### src/rtl/sprite_compositor.sv
// Block-grid sprite compositor. Renders up to NUM_OBJ rectangles on a grid
// of BLOCKING_FACTOR-pixel blocks, lowest index on top, through a 3-stage
// pixel pipeline, and reports which objects overlapped during each frame.
// Object parameters are shadowed once per frame in vertical blanking so a
// frame never tears.
//
// Handshake: there is no valid/ready flow control. Exactly one hc/vc sample
// is consumed on every clock, and color_8bit/hit_idx for that sample appear
// three clocks later. collision_valid is a one-cycle strobe that marks a new
// collision value. Nothing can stall the pipeline.
module sprite_compositor #(
  parameter int BIT_WIDTH       = 8,
  parameter int NUM_OBJ         = 4,
  parameter int BLOCKING_FACTOR = 20,
  parameter int H_ACTIVE        = 640,
  parameter int V_ACTIVE        = 480,
  parameter logic [7:0] BG_COLOR = 8'h00
) (
  input  logic                           clk,
  input  logic                           sysRst,
  input  logic [9:0]                     hc,
  input  logic [9:0]                     vc,
  input  logic [NUM_OBJ*BIT_WIDTH-1:0]   obj_x,
  input  logic [NUM_OBJ*BIT_WIDTH-1:0]   obj_y,
  input  logic [NUM_OBJ*BIT_WIDTH-1:0]   obj_w,
  input  logic [NUM_OBJ*BIT_WIDTH-1:0]   obj_h,
  input  logic [NUM_OBJ*8-1:0]           obj_color,
  input  logic [NUM_OBJ-1:0]             obj_en,
  output logic [7:0]                     color_8bit,
  output logic [3:0]                     hit_idx,
  output logic [NUM_OBJ-1:0]             collision,
  output logic                           collision_valid
);

  // Compare width: wide enough for a block counter and for edge+size.
  localparam int CW = (BIT_WIDTH + 1 > 10) ? BIT_WIDTH + 1 : 10;
  localparam logic [5:0] BF_LAST = 6'(BLOCKING_FACTOR - 1);
  localparam logic [9:0] H_ACT   = 10'(H_ACTIVE);
  localparam logic [9:0] V_ACT   = 10'(V_ACTIVE);

  logic latch;

  // Shadow copies of the object inputs.
  logic [NUM_OBJ*BIT_WIDTH-1:0] sh_x_q, sh_x_d, sh_y_q, sh_y_d;
  logic [NUM_OBJ*BIT_WIDTH-1:0] sh_w_q, sh_w_d, sh_h_q, sh_h_d;
  logic [NUM_OBJ*8-1:0]         sh_color_q, sh_color_d;
  logic [NUM_OBJ-1:0]           sh_en_q, sh_en_d;

  // Stage 1: block counters and active flag.
  logic [5:0] hs_q, hs_d, vs_q, vs_d;
  logic [9:0] bx_q, bx_d, by_q, by_d;
  logic       act1_q, act1_d;

  // Stage 2: hit vector.
  logic [NUM_OBJ-1:0] hit_q, hit_d;
  logic               act2_q, act2_d;

  // Stage 3: composited pixel.
  logic [7:0] color_q, color_d;
  logic [3:0] idx_q, idx_d;

  // Collision tracking.
  logic [NUM_OBJ-1:0] contrib;
  logic [NUM_OBJ-1:0] acc_q, acc_d, coll_q, coll_d;
  logic               cval_q, cval_d;

  assign latch = (hc == 10'd0) && (vc == V_ACT);

  // Shadow registers load only at the frame latch point.
  always_comb begin
    sh_x_d     = sh_x_q;
    sh_y_d     = sh_y_q;
    sh_w_d     = sh_w_q;
    sh_h_d     = sh_h_q;
    sh_color_d = sh_color_q;
    sh_en_d    = sh_en_q;
    if (latch) begin
      sh_x_d     = obj_x;
      sh_y_d     = obj_y;
      sh_w_d     = obj_w;
      sh_h_d     = obj_h;
      sh_color_d = obj_color;
      sh_en_d    = obj_en;
    end
  end

  // Stage 1: divider-free block counters tracking hc/BF and vc/BF.
  always_comb begin
    hs_d   = hs_q;
    bx_d   = bx_q;
    vs_d   = vs_q;
    by_d   = by_q;
    act1_d = (hc < H_ACT) && (vc < V_ACT);
    if (hc == 10'd0) begin
      hs_d = 6'd0;
      bx_d = 10'd0;
      if (vc == 10'd0) begin
        vs_d = 6'd0;
        by_d = 10'd0;
      end else if (vs_q == BF_LAST) begin
        vs_d = 6'd0;
        by_d = by_q + 10'd1;
      end else begin
        vs_d = vs_q + 6'd1;
      end
    end else if (hs_q == BF_LAST) begin
      hs_d = 6'd0;
      bx_d = bx_q + 10'd1;
    end else begin
      hs_d = hs_q + 6'd1;
    end
  end

  // Stage 2: per-object rectangle test against the shadowed geometry.
  always_comb begin
    act2_d = act1_q;
    hit_d  = '0;
    for (int i = 0; i < NUM_OBJ; i++) begin
      hit_d[i] = sh_en_q[i]
        && (CW'(bx_q) >= CW'(sh_x_q[i*BIT_WIDTH +: BIT_WIDTH]))
        && (CW'(bx_q) <  CW'(sh_x_q[i*BIT_WIDTH +: BIT_WIDTH]) + CW'(sh_w_q[i*BIT_WIDTH +: BIT_WIDTH]))
        && (CW'(by_q) >= CW'(sh_y_q[i*BIT_WIDTH +: BIT_WIDTH]))
        && (CW'(by_q) <  CW'(sh_y_q[i*BIT_WIDTH +: BIT_WIDTH]) + CW'(sh_h_q[i*BIT_WIDTH +: BIT_WIDTH]));
    end
  end

  // Stage 3: lowest hitting index wins; blanking forces black.
  always_comb begin
    color_d = BG_COLOR;
    idx_d   = 4'hF;
    for (int i = NUM_OBJ - 1; i >= 0; i--) begin
      if (hit_q[i]) begin
        color_d = sh_color_q[i*8 +: 8];
        idx_d   = 4'(i);
      end
    end
    if (!act2_q) begin
      color_d = 8'h00;
      idx_d   = 4'hF;
    end
  end

  // Sticky overlap accumulator, published and cleared at the latch point.
  always_comb begin
    contrib = (act2_q && ((hit_q & (hit_q - NUM_OBJ'(1))) != '0)) ? hit_q : '0;
    acc_d   = latch ? contrib : (acc_q | contrib);
    coll_d  = latch ? acc_q : coll_q;
    cval_d  = latch;
  end

  // State registers with synchronous reset.
  always_ff @(posedge clk) begin
    if (sysRst) begin
      sh_x_q     <= '0;
      sh_y_q     <= '0;
      sh_w_q     <= '0;
      sh_h_q     <= '0;
      sh_color_q <= '0;
      sh_en_q    <= '0;
      hs_q       <= '0;
      bx_q       <= '0;
      vs_q       <= '0;
      by_q       <= '0;
      act1_q     <= 1'b0;
      hit_q      <= '0;
      act2_q     <= 1'b0;
      color_q    <= 8'h00;
      idx_q      <= 4'hF;
      acc_q      <= '0;
      coll_q     <= '0;
      cval_q     <= 1'b0;
    end else begin
      sh_x_q     <= sh_x_d;
      sh_y_q     <= sh_y_d;
      sh_w_q     <= sh_w_d;
      sh_h_q     <= sh_h_d;
      sh_color_q <= sh_color_d;
      sh_en_q    <= sh_en_d;
      hs_q       <= hs_d;
      bx_q       <= bx_d;
      vs_q       <= vs_d;
      by_q       <= by_d;
      act1_q     <= act1_d;
      hit_q      <= hit_d;
      act2_q     <= act2_d;
      color_q    <= color_d;
      idx_q      <= idx_d;
      acc_q      <= acc_d;
      coll_q     <= coll_d;
      cval_q     <= cval_d;
    end
  end

  assign color_8bit      = color_q;
  assign hit_idx         = idx_q;
  assign collision       = coll_q;
  assign collision_valid = cval_q;

endmodule

### config.mk
export PLATFORM = sky130hd
export DESIGN_NAME = sprite_compositor
export DESIGN_NICKNAME = d
export VERILOG_FILES = /design/src/rtl/sprite_compositor.sv
export SDC_FILE = /design/constraint.sdc
export NUM_CORES = 1
export LEC_CHECK = 0
export ABC_AREA = 1
export BUFFER_PORTS_ARGS = -buffer_cell sky130_fd_sc_hd__buf_2
export CORE_MARGIN = 1.5
export CORE_UTILIZATION = 40
export DETAILED_ROUTE_END_ITERATION = 10
export PLACE_DENSITY_LB_ADDON = 0.3
export SYNTH_ARGS = -nofsm -noshare
export SYNTH_HDL_FRONTEND = slang
export SYNTH_SLANG_ARGS = --single-unit
export TNS_END_PERCENT = 30
### constraint.sdc
create_clock -name clk -period 7.35 [get_ports clk]
set_input_delay 0.3675 -clock clk [delete_from_list [all_inputs] [get_ports clk]]
set_output_delay 0.3675 -clock clk [all_outputs]
set_load 0.05 [all_outputs]
==> flow_summary.ini, run 1 <==
[global_route]
grt_pass1_vias = 12300
grt_first_pass_wirelength_um = 60000
grt_usage = 0.204
grt.overflow.total = 0
grt_max_degree = 115
antenna_found_initial = 0

[place]
portBuffers = 202
pre_cts_ws_ns = 4.23
postPlaceCellArea_um2 = 15200
hpwl_um = 26600
gp_congestion = 0.863

[drt]
drt_iter0_drc = 527
remaining_drc_errors = 0
drt_first_pass_iters = 4
ant_nets = 0
vias = 12300
wire_per_inst_um = 15.1
viasPerCell = 5.07
routed_wl_um = 36600

[timing]
final.setup.tns_ns = 0
drv_slew = 0
tightest_slew_ns = 1.18
fin_crit_ns = 3.07
finalClockSkew_ns = 0.0285
slew-limit-headroom = 0.212
rsz0062_at_grt = false
finalCritPeriodShare = 0.418
hold_viol = 0
fin_ws_ns = 4.28
setup_viol = 0
fmax_ghz = 0.325

[yosys]
synth-simple-area-share = 0.206
synth-compound-area-share = 0.182
async_reset_ff_frac = 0
syn_area_per_cell_um2 = 7.82
synth_top_family_by_area = simple AND/OR/NAND/NOR gates
ys_seq_area_frac = 0.320
syn_nets = 2168
yosysWarnings = 0
synth_edf_count = 0
synth_xor_area_frac = 0.0378
syn_inst = 1778
synth_ff_type = dfxtp_1
synthAdderAreaFrac = 0.188
synth-seq-cells = 222
ys_types = 41
syn_area_um2 = 13900
muxShareOfSynthArea = 0

[clock_tree]
cts_buffers = 26
tritoncts = yes
clkSlewWorstSetupHoldPaths_ns = 0.06
root_buffer = clkbuf_16
postCtsHoldBufs = 0
clock_latency_ns = 0.55
cts.htree.levels = 1
clockBufferDepth = 3
cts.sink_count = 222
cts_setup_buffers = 0
post_cts_resized = 0

[status]
status = complete, no violations

[die]
rows = 68
io_pins = 203
die_area_um2 = 35900
core_um2 = 34400
die-width_um = 189
initial_core_util = 0.405
die_h_um = 189

[final_layout]
antenna_cells = 0
fin_nets = 2342
ff_latch_area_um2 = 4440
final_area_um2 = 16100
final_layout_size_suffix_gt1_frac = 0.163
synthToLayoutAreaGrowth_pct = 15.5
fillers = 3476
multi_input_area_um2 = 8530

[pwr]
p_leak_nw = 7.65
p_per_area_nw_per_um2 = 162
finalPower_mw = 2.60
ir_worst_vdd_v = 0.000167

[critical_path]
worstSetupEndpointType = register
criticalPathCategory = register to register
path_max_fanout = 3
regToRegSetupSlack_ns = 4.28
cp_data_arrival_time_ns = 3.53
timing.critical_path.required_ns = 7.81
cp-start-kind = register
r2r_cells = 14

[hold_path]
whs_path_depth = 2
min_path_type = input port to register

[job]
max-cap-violations = 0
where the power goes:
group	total, mW	leakage (nW)	internal (mW)	switching, mW
clock	1.31	0.423	0.782	0.524
combinational	0.0864	5.44	0.0402	0.0462
sequential	1.21	1.79	1.21	0.00117
total	2.60	7.65	2.03	0.571
cells in the final DEF, fill, tap and decap left out, drive strengths merged:
| cell | synthesis | layout |
|---|---|---|
| a21o | 16 | 16 |
| dfxtp | 222 | 222 |
| nor3 | 21 | 21 |
| buf | 37 | 208 |
| o21bai | 12 | 12 |
| clkinv | 1 | 6 |
| and3 | 1 | 1 |
| ha | 196 | 196 |
| xnor2 | 34 | 34 |
| xor2 | 26 | 26 |
| o21a | 3 | 3 |
| a21boi | 3 | 3 |
| clkbuf | 25 | 39 |
| nand4 | 19 | 19 |
| o21ai | 132 | 132 |
| nor2 | 382 | 382 |
| nand3b | 1 | 1 |
| nand2 | 187 | 187 |
| a21oi | 117 | 117 |
| inv | 157 | 157 |
| o31ai | 1 | 1 |
| or2 | 2 | 2 |
| a211oi | 68 | 68 |
| bufinv | 0 | 2 |
| clkinvlp | 0 | 1 |
| nor4 | 8 | 8 |
| nand3 | 69 | 69 |
| nor3b | 3 | 3 |
| o311ai | 12 | 12 |
| fa | 8 | 8 |
| o211ai | 15 | 15 |
area by class of cell:
type / count / area share
clock buffer: 39 / 0.0473
inverter: 158 / 0.0369
multi-input combinational: 1336 / 0.531
clock inverter: 8 / 0.00647
timing repair buffer: 208 / 0.0659
sequential: 222 / 0.277
tap: 455 / 0.0354
through the flow:
stage,hold WS [ns],utilization,cells
6_report,0.0194,0.467,2426
5_1_grt,0.0214,0.467,2426
4_1_cts,0.00101,0.467,2426
3_5_place_dp,0.447,0.442,2379
3_3_place_gp,0.430,0.442,2379
2_1_floorplan,0.388,-,1778
path summary, 6_finish.rpt:
path                                 start       end
worst max register to register  sh_y_q[16]  hit_q[2]
worst min register to register     hs_q[0]   hs_q[0]
worst min-delay path                 vc[9]    act1_q
worst max-delay path            sh_y_q[16]  hit_q[2]
worst max-delay path, cell delays in order, from the launching register on:
cell and delay [ns]:
dfxtp_1 0.35, ha_1 0.24, fa_1 0.40, nand3_1 0.09, nand3_1 0.11, a21oi_1 0.17, o21bai_1 0.11, a21o_1 0.17
a21oi_1 0.15, ha_1 0.26, a211oi_1 0.24, o21ai_0 0.11, nor2_1 0.34, nand3_1 0.14, nor2_1 0.10
flip-flops by register name, summed over array words and instances (netlist names):
name             flops
sh_color_q          32
sh_h_q              32
sh_w_q              32
sh_x_q              32
sh_y_q              32
bx_q                10
by_q                10
color_8bit           8
hs_q                 6
vs_q                 6
acc_q                4
collision            4
hit_q                4
sh_en_q              4
hit_idx              3
act1_q               1
act2_q               1
collision_valid      1
metal layers:
layer	wire length, um	global-route usage
met1	16900	0.259
met2	17600	0.366
met3	1290	0.0239
met4	804	0.0482
met5	0	0
cell usage after synthesis, types with 2 or more instances:
library cell    n  area share
a21oi_1       116       0.042
nor3_1         20      0.0072
o21a_1          3      0.0016
or2_2           2     0.00090
buf_4           2      0.0011
o21ai_0       112       0.040
xor2_1         26       0.016
nor4_1          8      0.0036
o21bai_1       12      0.0065
clkbuf_1       25      0.0067
nor2_1        376        0.10
inv_1         156       0.042
fa_1            8       0.012
nor3b_1         3      0.0016
o311ai_0       12      0.0076
ha_1          196        0.18
a211oi_2       56       0.050
xnor2_1        34       0.021
nand4_1        19      0.0085
buf_6           9      0.0073
a21boi_0        3      0.0016
dfxtp_1       222        0.32
o211ai_1       15      0.0081
nand3_1        64       0.023
nor2_2          5      0.0022
a21o_1         16      0.0086
a211oi_1       12      0.0065
o21ai_1        20      0.0072
buf_2          26      0.0094
nand3_2         4      0.0029
nand2_1       186       0.050
cell families (layout without fill, tap and decap cells):
family	count (synthesis)	count (layout)
buffers and inverters	220	413
xor gates and xnor gates	60	60
AOI/OAI and AO/OA	379	379
and+or+nand+nor	693	693
DFF	222	222
adders and majority gates	204	204
Power figures use the tool's default switching activity.
==> run 2, diff against run 1 <==
Clock period 7.35 ns to 2.66 ns, I/O delays scaled along.
==> flow_summary.ini, run 2 (synthesis gave the netlist of run 1 again) <==
[clock_tree]
clockBufferDepth = 3
cts.sink_count = 222
clock_latency_ns = 0.57
clkSlewWorstSetupHoldPaths_ns = 0.06
tritoncts = yes
root_buffer = clkbuf_16
cts.htree.levels = 1
cts_buffers = 27

[die]
rows = 68
die_h_um = 189
die_area_um2 = 35900
die-width_um = 189
io_pins = 203
core_um2 = 34400
initial_core_util = 0.405

[timing]
fmax_ghz = 0.377
drv_slew = 0
rsz0062_at_grt = true
tightest_slew_ns = 0.719
slew-limit-headroom = 0.520
fin_ws_ns = 0.00945
hold_viol = 0
setup_viol = 0
finalCritPeriodShare = 0.996
holdWs_ns = 0.0360
finalClockSkew_ns = 0.0207
fin_crit_ns = 2.65

[status]
status = complete, no violations

[place]
portBuffers = 202
hpwl_um = 27700
gp_congestion = 0.868
pre_cts_ws_ns = -0.122

[pwr]
p_per_area_nw_per_um2 = 412
finalPower_mw = 7.54
combPwrFrac = 0.057
pwr-share-clk = 0.501
p_leak_nw = 8.62
ir_worst_vdd_v = 0.000429
seq_power_share = 0.442
power.internal_mw = 5.86
netSwitchingPower_mw = 1.67
swShare = 0.222

[drt]
ant_nets = 0
drt_iter0_drc = 560
viasPerCell = 5.08
routed_wl_um = 39800
vias = 13400
remaining_drc_errors = 0
wire_per_inst_um = 15.1
drt_first_pass_iters = 5

[global_route]
grt_first_pass_wirelength_um = 63900
grt_pass1_vias = 13200
grt.overflow.total = 0
grt_usage = 0.218
antenna_found_initial = 0
grt_max_degree = 123

[critical_path]
cp-start-kind = register
timing.critical_path.required_ns = 3.09
worstSetupEndpointType = register
crit_slowest_cell = fa_2
criticalPathCategory = register to register
path_max_fanout = 2
cp_data_arrival_time_ns = 3.08
crit_buf_inv = 2
critPathMostFrequentCell = nand3_2
max_stage_delay_ns = 0.36
crit_family = adder cells
crit_chain = ha_4, fa_2, nand3_2, nand3_2, a21oi_2, o21bai_1, buf_4, xor2_1, ha_2, nand2_1, nor2_2, o211ai_1, nand3_1, nor2_1, buf_4, nand3_2, nor2_1

[final_layout]
final_layout_size_suffix_gt1_frac = 0.182
mostFrequentLayoutCells = nor2_1 (373), dfxtp_1 (219), buf_2 (201)
fin_nets = 2545
antenna_cells = 0
fillers = 3270
synthToLayoutAreaGrowth_pct = 31.5
final_common_cell = nor2_1

[hold_path]
min_path_type = input port to register

[job]
max-cap-violations = 0
## run 2: changes by cell type in the layout (fill, tap and decap cells not counted), sizes merged
cell	before	now
buf	208	235
dlygate4sd3	0	175
clkinv	6	7
inv	157	158
## run 2: repair_timing
item                                   CTS  global route
endpoints found under the hold margin  165             0
hold buffers                           175             0
pin swaps                                3            20
buffers inserted                         0             3
setup endpoints to repair                3             4
resized for setup                       10            36
## run 2: through the flow
stage	utilization	instance area, um^2	cells	TNS, ns
after global placement	0.448	15400	2403	-0.0230
final	0.532	18300	2630	0
after CTS	0.527	18100	2627	-0.00963
after floorplan	-	13900	1778	0
after detailed placement	0.448	15400	2403	-0.320
after global routing	0.532	18300	2630	-0.482
## run 2: cell type report
cell class                      count  area [um^2]  share of cell area
Multi-Input combinational cell   1336         8710               0.476
Sequential cell                   222         4450               0.243
Timing Repair Buffer              410         3050               0.167
Clock buffer                       39          791              0.0432
Inverter                          158          593              0.0324
Tap cell                          455          569              0.0311
Clock inverter                     10          125             0.00684
## run 2: power by group through the flow
stage / registers, mW / clock network [mW] / logic (mW)
after floorplan: 3.41 / 0 / 0.0680
after global placement: 3.41 / 0 / 0.231
after detailed placement: 3.41 / 0 / 0.236
after CTS: 3.33 / 3.86 / 0.423
after global routing: 3.33 / 3.99 / 0.462
final: 3.33 / 3.77 / 0.430
## run 2: routing by layer
metal  up-vias  track usage  share of wire  wire length [um]
met5         -            0              0                 0
met4         0       0.0803          0.038              1500
met3        98       0.0269          0.036              1440
met2       299        0.383           0.48             19100
met1      6200        0.271           0.45             17700
li1       6766            -              -                 -
## run 2: final timing paths
check,from,endpoint,slack (ns),depth (start not counted)
setup / recovery,sh_w_q[16],hit_q[2],0.009,17
setup reg to reg,sh_w_q[16],hit_q[2],0.009,17
hold reg to reg,act1_q,act2_q,0.41,2
hold / removal,hc[0],vs_q[1],0.04,6
## run 2: worst register-to-register path: stages (launching register included)
cell and delay (ns):
dfxtp_2 0.33, ha_4 0.16, fa_2 0.36, nand3_2 0.08, nand3_2 0.10, a21oi_2 0.13
o21bai_1 0.10, buf_4 0.14, xor2_1 0.14, ha_2 0.31, nand2_1 0.06, nor2_2 0.13
o211ai_1 0.11, nand3_1 0.08, nor2_1 0.04, buf_4 0.15, nand3_2 0.05, nor2_1 0.04
